$ cat src/rtl/gain_controller.sv
`default_nettype none
// ============================================================================
// Module   : gain_controller
// Purpose  : Gain-path sequencer for the mixer. Debounces the two gain
//            push-keys, holds a gain step 0..GAIN_MAX, shows it on one
//            active-low 7-segment digit, and scales each audio sample by
//            gain/4 between a valid/ready sink and a valid/ready source.
// Ports    : clk_clk             - system clock (only clock)
//            reset_reset         - synchronous active-high reset
//            gain_key_new_signal - raw active-low keys, [0]=down, [1]=up
//            gain_hex_new_signal - active-low segments, bit 6..0 = g..a
//            sink_data/valid/ready     - input sample stream
//            source_data/valid/ready   - scaled output sample stream
// Options  : GAIN_SAT_EN - when defined, out-of-range results clamp to the
//            signed DATA_W limits; otherwise the low DATA_W bits wrap.
// Revision : 1.0 - initial release
// ============================================================================
module gain_controller #(
  parameter int DATA_W          = 24,
  parameter int GAIN_MAX        = 8,
  parameter int GAIN_INIT       = 4,
  parameter int DEBOUNCE_CYCLES = 500000
) (
  input  logic              clk_clk,
  input  logic              reset_reset,
  input  logic [1:0]        gain_key_new_signal,
  output logic [6:0]        gain_hex_new_signal,
  input  logic [DATA_W-1:0] sink_data,
  input  logic              sink_valid,
  output logic              sink_ready,
  output logic [DATA_W-1:0] source_data,
  output logic              source_valid,
  input  logic              source_ready
);

  localparam int          CNT_W      = (DEBOUNCE_CYCLES > 1) ? $clog2(DEBOUNCE_CYCLES) : 1;
  localparam logic [CNT_W-1:0] CNT_LAST = CNT_W'(DEBOUNCE_CYCLES - 1);
  localparam logic [3:0]  GAIN_TOP   = 4'(GAIN_MAX);
  localparam logic [3:0]  GAIN_RST   = 4'(GAIN_INIT);
  localparam int          PROD_W     = DATA_W + 4;

  // Decimal digit to active-low segment pattern (g..a); blank above 9.
  function automatic logic [6:0] seg7(input logic [3:0] v);
    logic [6:0] s;
    case (v)
      4'd0:    s = 7'h40;
      4'd1:    s = 7'h79;
      4'd2:    s = 7'h24;
      4'd3:    s = 7'h30;
      4'd4:    s = 7'h19;
      4'd5:    s = 7'h12;
      4'd6:    s = 7'h02;
      4'd7:    s = 7'h78;
      4'd8:    s = 7'h00;
      4'd9:    s = 7'h10;
      default: s = 7'h7F;
    endcase
    return s;
  endfunction

  // --------------------------------------------------------------------------
  // Key path: synchronizer, debounce counter, press-event pulse per key
  // --------------------------------------------------------------------------
  logic [1:0] w_press;

  for (genvar k = 0; k < 2; k++) begin : g_key
    logic             sync1_q;
    logic             sync2_q;
    logic             deb_q;
    logic             press_q;
    logic [CNT_W-1:0] cnt_q;

    always_ff @(posedge clk_clk) begin
      if (reset_reset) begin
        sync1_q <= 1'b1;
        sync2_q <= 1'b1;
        deb_q   <= 1'b1;
        press_q <= 1'b0;
        cnt_q   <= '0;
      end else begin
        sync1_q <= gain_key_new_signal[k];
        sync2_q <= sync1_q;
        press_q <= 1'b0;
        if (sync2_q == deb_q) begin
          // Agreement restarts the stability window.
          cnt_q <= '0;
        end else if (cnt_q == CNT_LAST) begin
          cnt_q   <= '0;
          deb_q   <= sync2_q;
          // Only the released->pressed edge counts as an event.
          press_q <= ~sync2_q;
        end else begin
          cnt_q <= cnt_q + 1'b1;
        end
      end
    end

    assign w_press[k] = press_q;
  end

  // --------------------------------------------------------------------------
  // Gain register and hex display
  // --------------------------------------------------------------------------
  logic [3:0] gain_q, gain_d;
  logic [6:0] hex_q;

  always_comb begin
    gain_d = gain_q;
    if (w_press[1] && !w_press[0] && (gain_q != GAIN_TOP)) begin
      gain_d = gain_q + 4'd1;
    end else if (w_press[0] && !w_press[1] && (gain_q != 4'd0)) begin
      gain_d = gain_q - 4'd1;
    end
  end

  always_ff @(posedge clk_clk) begin
    if (reset_reset) begin
      gain_q <= GAIN_RST;
      hex_q  <= seg7(GAIN_RST);
    end else begin
      gain_q <= gain_d;
      hex_q  <= seg7(gain_q);
    end
  end

  assign gain_hex_new_signal = hex_q;

  // --------------------------------------------------------------------------
  // Sample datapath
  // --------------------------------------------------------------------------
  typedef enum logic [1:0] {
    S_IDLE  = 2'd0,
    S_SCALE = 2'd1,
    S_OUT   = 2'd2
  } state_t;

  state_t             state_q;
  logic [DATA_W-1:0]  sample_q;
  logic [3:0]         gain_s_q;
  logic [DATA_W-1:0]  src_data_q;
  logic               src_valid_q;
  logic               rdy_q;

  logic signed [PROD_W-1:0] w_samp_ext;
  logic signed [PROD_W-1:0] w_gain_ext;
  logic signed [PROD_W-1:0] w_prod;
  logic signed [PROD_W-1:0] w_shift;
  logic        [DATA_W-1:0] w_result;

  assign w_samp_ext = {{4{sample_q[DATA_W-1]}}, sample_q};
  assign w_gain_ext = {{(PROD_W-4){1'b0}}, gain_s_q};
  assign w_prod     = w_samp_ext * w_gain_ext;
  // Gain step 4 is unity, so the factor is gain/4 (floor for negatives).
  assign w_shift    = w_prod >>> 2;

`ifdef GAIN_SAT_EN
  localparam logic [DATA_W-1:0] SAT_MAX = {1'b0, {(DATA_W-1){1'b1}}};
  localparam logic [DATA_W-1:0] SAT_MIN = {1'b1, {(DATA_W-1){1'b0}}};
  logic w_in_range;
  // In range when every bit above the DATA_W sign bit matches it.
  assign w_in_range = (&w_shift[PROD_W-1:DATA_W-1]) | ~(|w_shift[PROD_W-1:DATA_W-1]);
  assign w_result   = w_in_range ? w_shift[DATA_W-1:0]
                                 : (w_shift[PROD_W-1] ? SAT_MIN : SAT_MAX);
`else
  logic [PROD_W-DATA_W-1:0] w_unused_hi;
  assign w_unused_hi = w_shift[PROD_W-1:DATA_W];
  assign w_result    = w_shift[DATA_W-1:0];
`endif

  always_ff @(posedge clk_clk) begin
    if (reset_reset) begin
      state_q     <= S_IDLE;
      sample_q    <= '0;
      gain_s_q    <= '0;
      src_data_q  <= '0;
      src_valid_q <= 1'b0;
      rdy_q       <= 1'b1;
    end else begin
      case (state_q)
        S_IDLE: begin
          if (sink_valid) begin
            // Gain is frozen with the sample so later key presses
            // cannot affect a sample already accepted.
            sample_q <= sink_data;
            gain_s_q <= gain_q;
            rdy_q    <= 1'b0;
            state_q  <= S_SCALE;
          end
        end
        S_SCALE: begin
          src_data_q  <= w_result;
          src_valid_q <= 1'b1;
          state_q     <= S_OUT;
        end
        S_OUT: begin
          if (source_ready) begin
            src_valid_q <= 1'b0;
            rdy_q       <= 1'b1;
            state_q     <= S_IDLE;
          end
        end
        default: begin
          src_valid_q <= 1'b0;
          rdy_q       <= 1'b1;
          state_q     <= S_IDLE;
        end
      endcase
    end
  end

  // Masked by reset so the sink sees not-ready for the whole reset window.
  assign sink_ready   = rdy_q & ~reset_reset;
  assign source_data  = src_data_q;
  assign source_valid = src_valid_q;

endmodule
`default_nettype wire

$ cat config.mk
export PLATFORM = sky130hd
export DESIGN_NAME = gain_controller
export DESIGN_NICKNAME = d
export VERILOG_FILES = /design/src/rtl/gain_controller.sv
export SDC_FILE = /design/constraint.sdc
export NUM_CORES = 1
export LEC_CHECK = 0
export ABC_AREA = 1
export CAP_MARGIN = 20
export CORE_MARGIN = 2
export CORE_UTILIZATION = 50
export DETAILED_ROUTE_END_ITERATION = 12
export PLACE_DENSITY = 0.78
export RECOVER_POWER = 25
export SLEW_MARGIN = 20
export SYNTH_ARGS = -nofsm -noshare
export SYNTH_HDL_FRONTEND = slang
export SYNTH_SLANG_ARGS = --single-unit
$ cat constraint.sdc
create_clock -name clk_clk -period 5.45 [get_ports clk_clk]
set_input_delay 1.09 -clock clk_clk [delete_from_list [all_inputs] [get_ports clk_clk]]
set_output_delay 1.09 -clock clk_clk [all_outputs]
set_load 0.01 [all_outputs]
==> flow_summary.ini <==
[critical_path]
path_delay_family = buffers and inverters
slowest_delay_ns = 1.17
crit_cells = 4
cp_cell_sequence = dlygate4sd3_1, clkbuf_1, nor2_1, clkdlybuf4s50_1
rr_worst_depth = 17
cp.buffers_inverters = 3
cp_max_fo = 34
required_ns = 4.36
crit_path_top_delay_cell = clkbuf_1
arrival_ns = 3.43
path_class = in2out
end_kind = output pin
cp-start-kind = primary input

[die]
rows = 48
io_pins = 63
die_area_um2 = 18620
die_y_um = 136.5
die_w_um = 136.5
coreArea_um2 = 17240
start_util_pct = 50.90

[route]
via_per_inst = 4.952
firstDrtPassIters = 5
via_count = 8052
routed_wl_um = 20430
routed.top_layer = met4
wl_per_cell_um = 12.56
wl_met1_um = 8545
drcViolationCount = 0
dr_wl_met2_um = 10550
drtAntennaViolNets = 0
drtIter0Drc = 523
wl_met3_um = 773

[placement]
port_buffers = 62
gp_congestion = 1.007
dp_hpwl_um = 15770
place_ws_ns = 1.442

[pwr]
internal_power_mw = 1.635
peakVddDrop_v = 0.0002327
swShare_pct = 29.34
seq_power_share_pct = 39.5
leakagePower_nw = 5.490
combPwrFrac_pct = 13.5
switchingPower_mw = 0.6790
clock_power_share_pct = 47.0
power.total_mw = 2.314
p_per_area_nw_per_um2 = 228.3

[global_route]
overflow = 0
grt_first_pass_wirelength_um = 35130
grt_usage_pct = 23.69
grt_max_degree = 44
grt_pass1_vias = 7978
antenna_found_initial = 0

[logic_synthesis]
yosysTopAreaCellShare_pct = 25.78
synth_area_leaders = dfxtp_1 26%, nand2_1 14%, inv_1 13%
async_reset_ff_share_pct = 0
syn_area_per_cell_um2 = 6.567
synth_warnings = 0
ys_types = 42
synth-seq-cells = 113
seq_area_frac_synth_pct = 25.78
synth_nets = 1468
ys.flop_type = dfxtp_1
syn_area_um2 = 8773
synth_edf_count = 0
yosys.area.top_type = dfxtp_1
synthCells = 1336

[outcome]
outcome = finished with violations
failed_checks = max-capacitance violations, max-slew violations

[clocking]
clockBufferDepth = 2
insertion_delay_ns = 0.43
post_cts_buffers = 0
cts_root_buffer = clkbuf_16
numCtsBuffers = 17
holdBufCountCts = 0
cts_tree = done
ctsResizeCount = 0
cts_sinks = 113
cts_htree_levels = 4
path_clk_slew_ns = 0.06

[sta]
fin_tns_setup_ns = 0
fin_crit_ns = 4.518
setup_violations = 0
relSlewSlack_pct = -7.842
finalCritPeriodShare_pct = 82.90
max_freq_mhz = 221.3
rsz0062_at_grt = false
finClkSkew_ns = 0.008864
layout_setup_ws_ns = 0.9322
slew_viol_final = 35
hold_violations = 0
tightestPinTransition_ns = 1.618

[layout]
diodes = 0
drive_above_1_share_pct = 6.067
final_common_cell = nand2_1
final_cell_mix = 337 x nand2_1, 298 x inv_1, 156 x nor2_1, 113 x dfxtp_1, 67 x nand3_1
nets = 1520
area_growth_pct = 15.50

[hold_path]
hp-class = reg2reg
min_path_cells = 1

[job]
cap_violations = 1
## cells in the mapped netlist (4+ instances only)
master / instances
inv_2: 10
buf_2: 7
a21oi_1: 47
or2_2: 13
xor2_1: 12
nand3_1: 67
nand2_1: 337
clkbuf_1: 23
and2_1: 4
nand3_2: 4
a21o_1: 5
ha_1: 57
xnor2_1: 4
nand3b_1: 5
nor3_2: 4
o21ai_0: 57
inv_1: 298
dfxtp_1: 113
fa_1: 45
nand2_2: 6
nand4_1: 17
nor3_1: 15
nor2_1: 156
nor2_4: 4
## registers in the layout, summed over array words and instances, names as in the netlist, 2 cells and up
signal               cells
source_data             24
g_key.press_q            2
g_key.sync2_q            2
sample_q                24
gain_q                   4
gain_s_q                 4
state_q                  2
g_key.deb_q              2
g_key.cnt_q             38
g_key.sync1_q            2
gain_hex_new_signal      7
## logic make-up after synthesis
group	synth area share, %
XOR/XNOR	1.597
buffers and inverters	14.75
AND/OR/NAND/NOR	32.29
AO/OA/AOI/OAI	7.188
flip-flops	25.78
adder cells (fa/ha/maj)	18.40
## stage by stage
step	instances	utilization [%]	cell area [um^2]	hold slack [ns]
after floorplan	1336	-	8773	0.3895
after global placement	1594	55.49	9564	0.4048
after detailed placement	1594	55.49	9564	0.4025
after CTS	1626	58.81	10140	0.4210
after global routing	1626	58.79	10130	0.4430
final	1626	58.79	10130	0.4144
## path summary, 6_finish.rpt
check	start	end	slack, ns
min	g_key[1].sync1_q$_SDFF_PP1_	g_key[1].sync2_q$_SDFF_PP1_	0.41
max reg2reg	gain_s_q[2]$_SDFFE_PP0P_	source_data[7]$_SDFFE_PP0P_	1.37
min reg2reg	g_key[1].sync1_q$_SDFF_PP1_	g_key[1].sync2_q$_SDFF_PP1_	0.41
max	reset_reset	sink_ready	0.93
## power groups by stage
| stage | logic [mW] | registers, mW | clock network [mW] |
|---|---|---|---|
| after floorplan | 0.216 | 0.910 | 0 |
| after global placement | 0.308 | 0.932 | 0 |
| after detailed placement | 0.316 | 0.933 | 0 |
| after CTS | 0.318 | 0.915 | 1.10 |
| after global routing | 0.357 | 0.921 | 1.14 |
| final | 0.311 | 0.915 | 1.09 |
## final cells by class
| type | count | area [um^2] |
|---|---|---|
| clock buffers | 17 | 425.4 |
| clock inverters | 15 | 147.6 |
| fillers | 1620 | 7103 |
| inverters | 309 | 1160 |
| multi-input cells | 882 | 5218 |
| flip-flops and latches | 113 | 2262 |
| well taps | 225 | 281.5 |
| repair buffers | 65 | 639.4 |
## worst reg2reg max path: cells and delay by family, from the launching register on
family	cells	cell delay (ns)
and+or+nand+nor	7	1.02
AOI/OAI and AO/OA	1	0.08
adders and majority gates	4	1.69
DFF	1	0.90
buffers and inverters	5	0.34
## metal layers
layer,global-route usage [%],vias up
met5,0,-
met4,9.144,0
met3,4.549,41
met2,44.31,169
met1,26.19,3699
li1,-,4143
No activity file was read; power rests on OpenSTA's default activity.
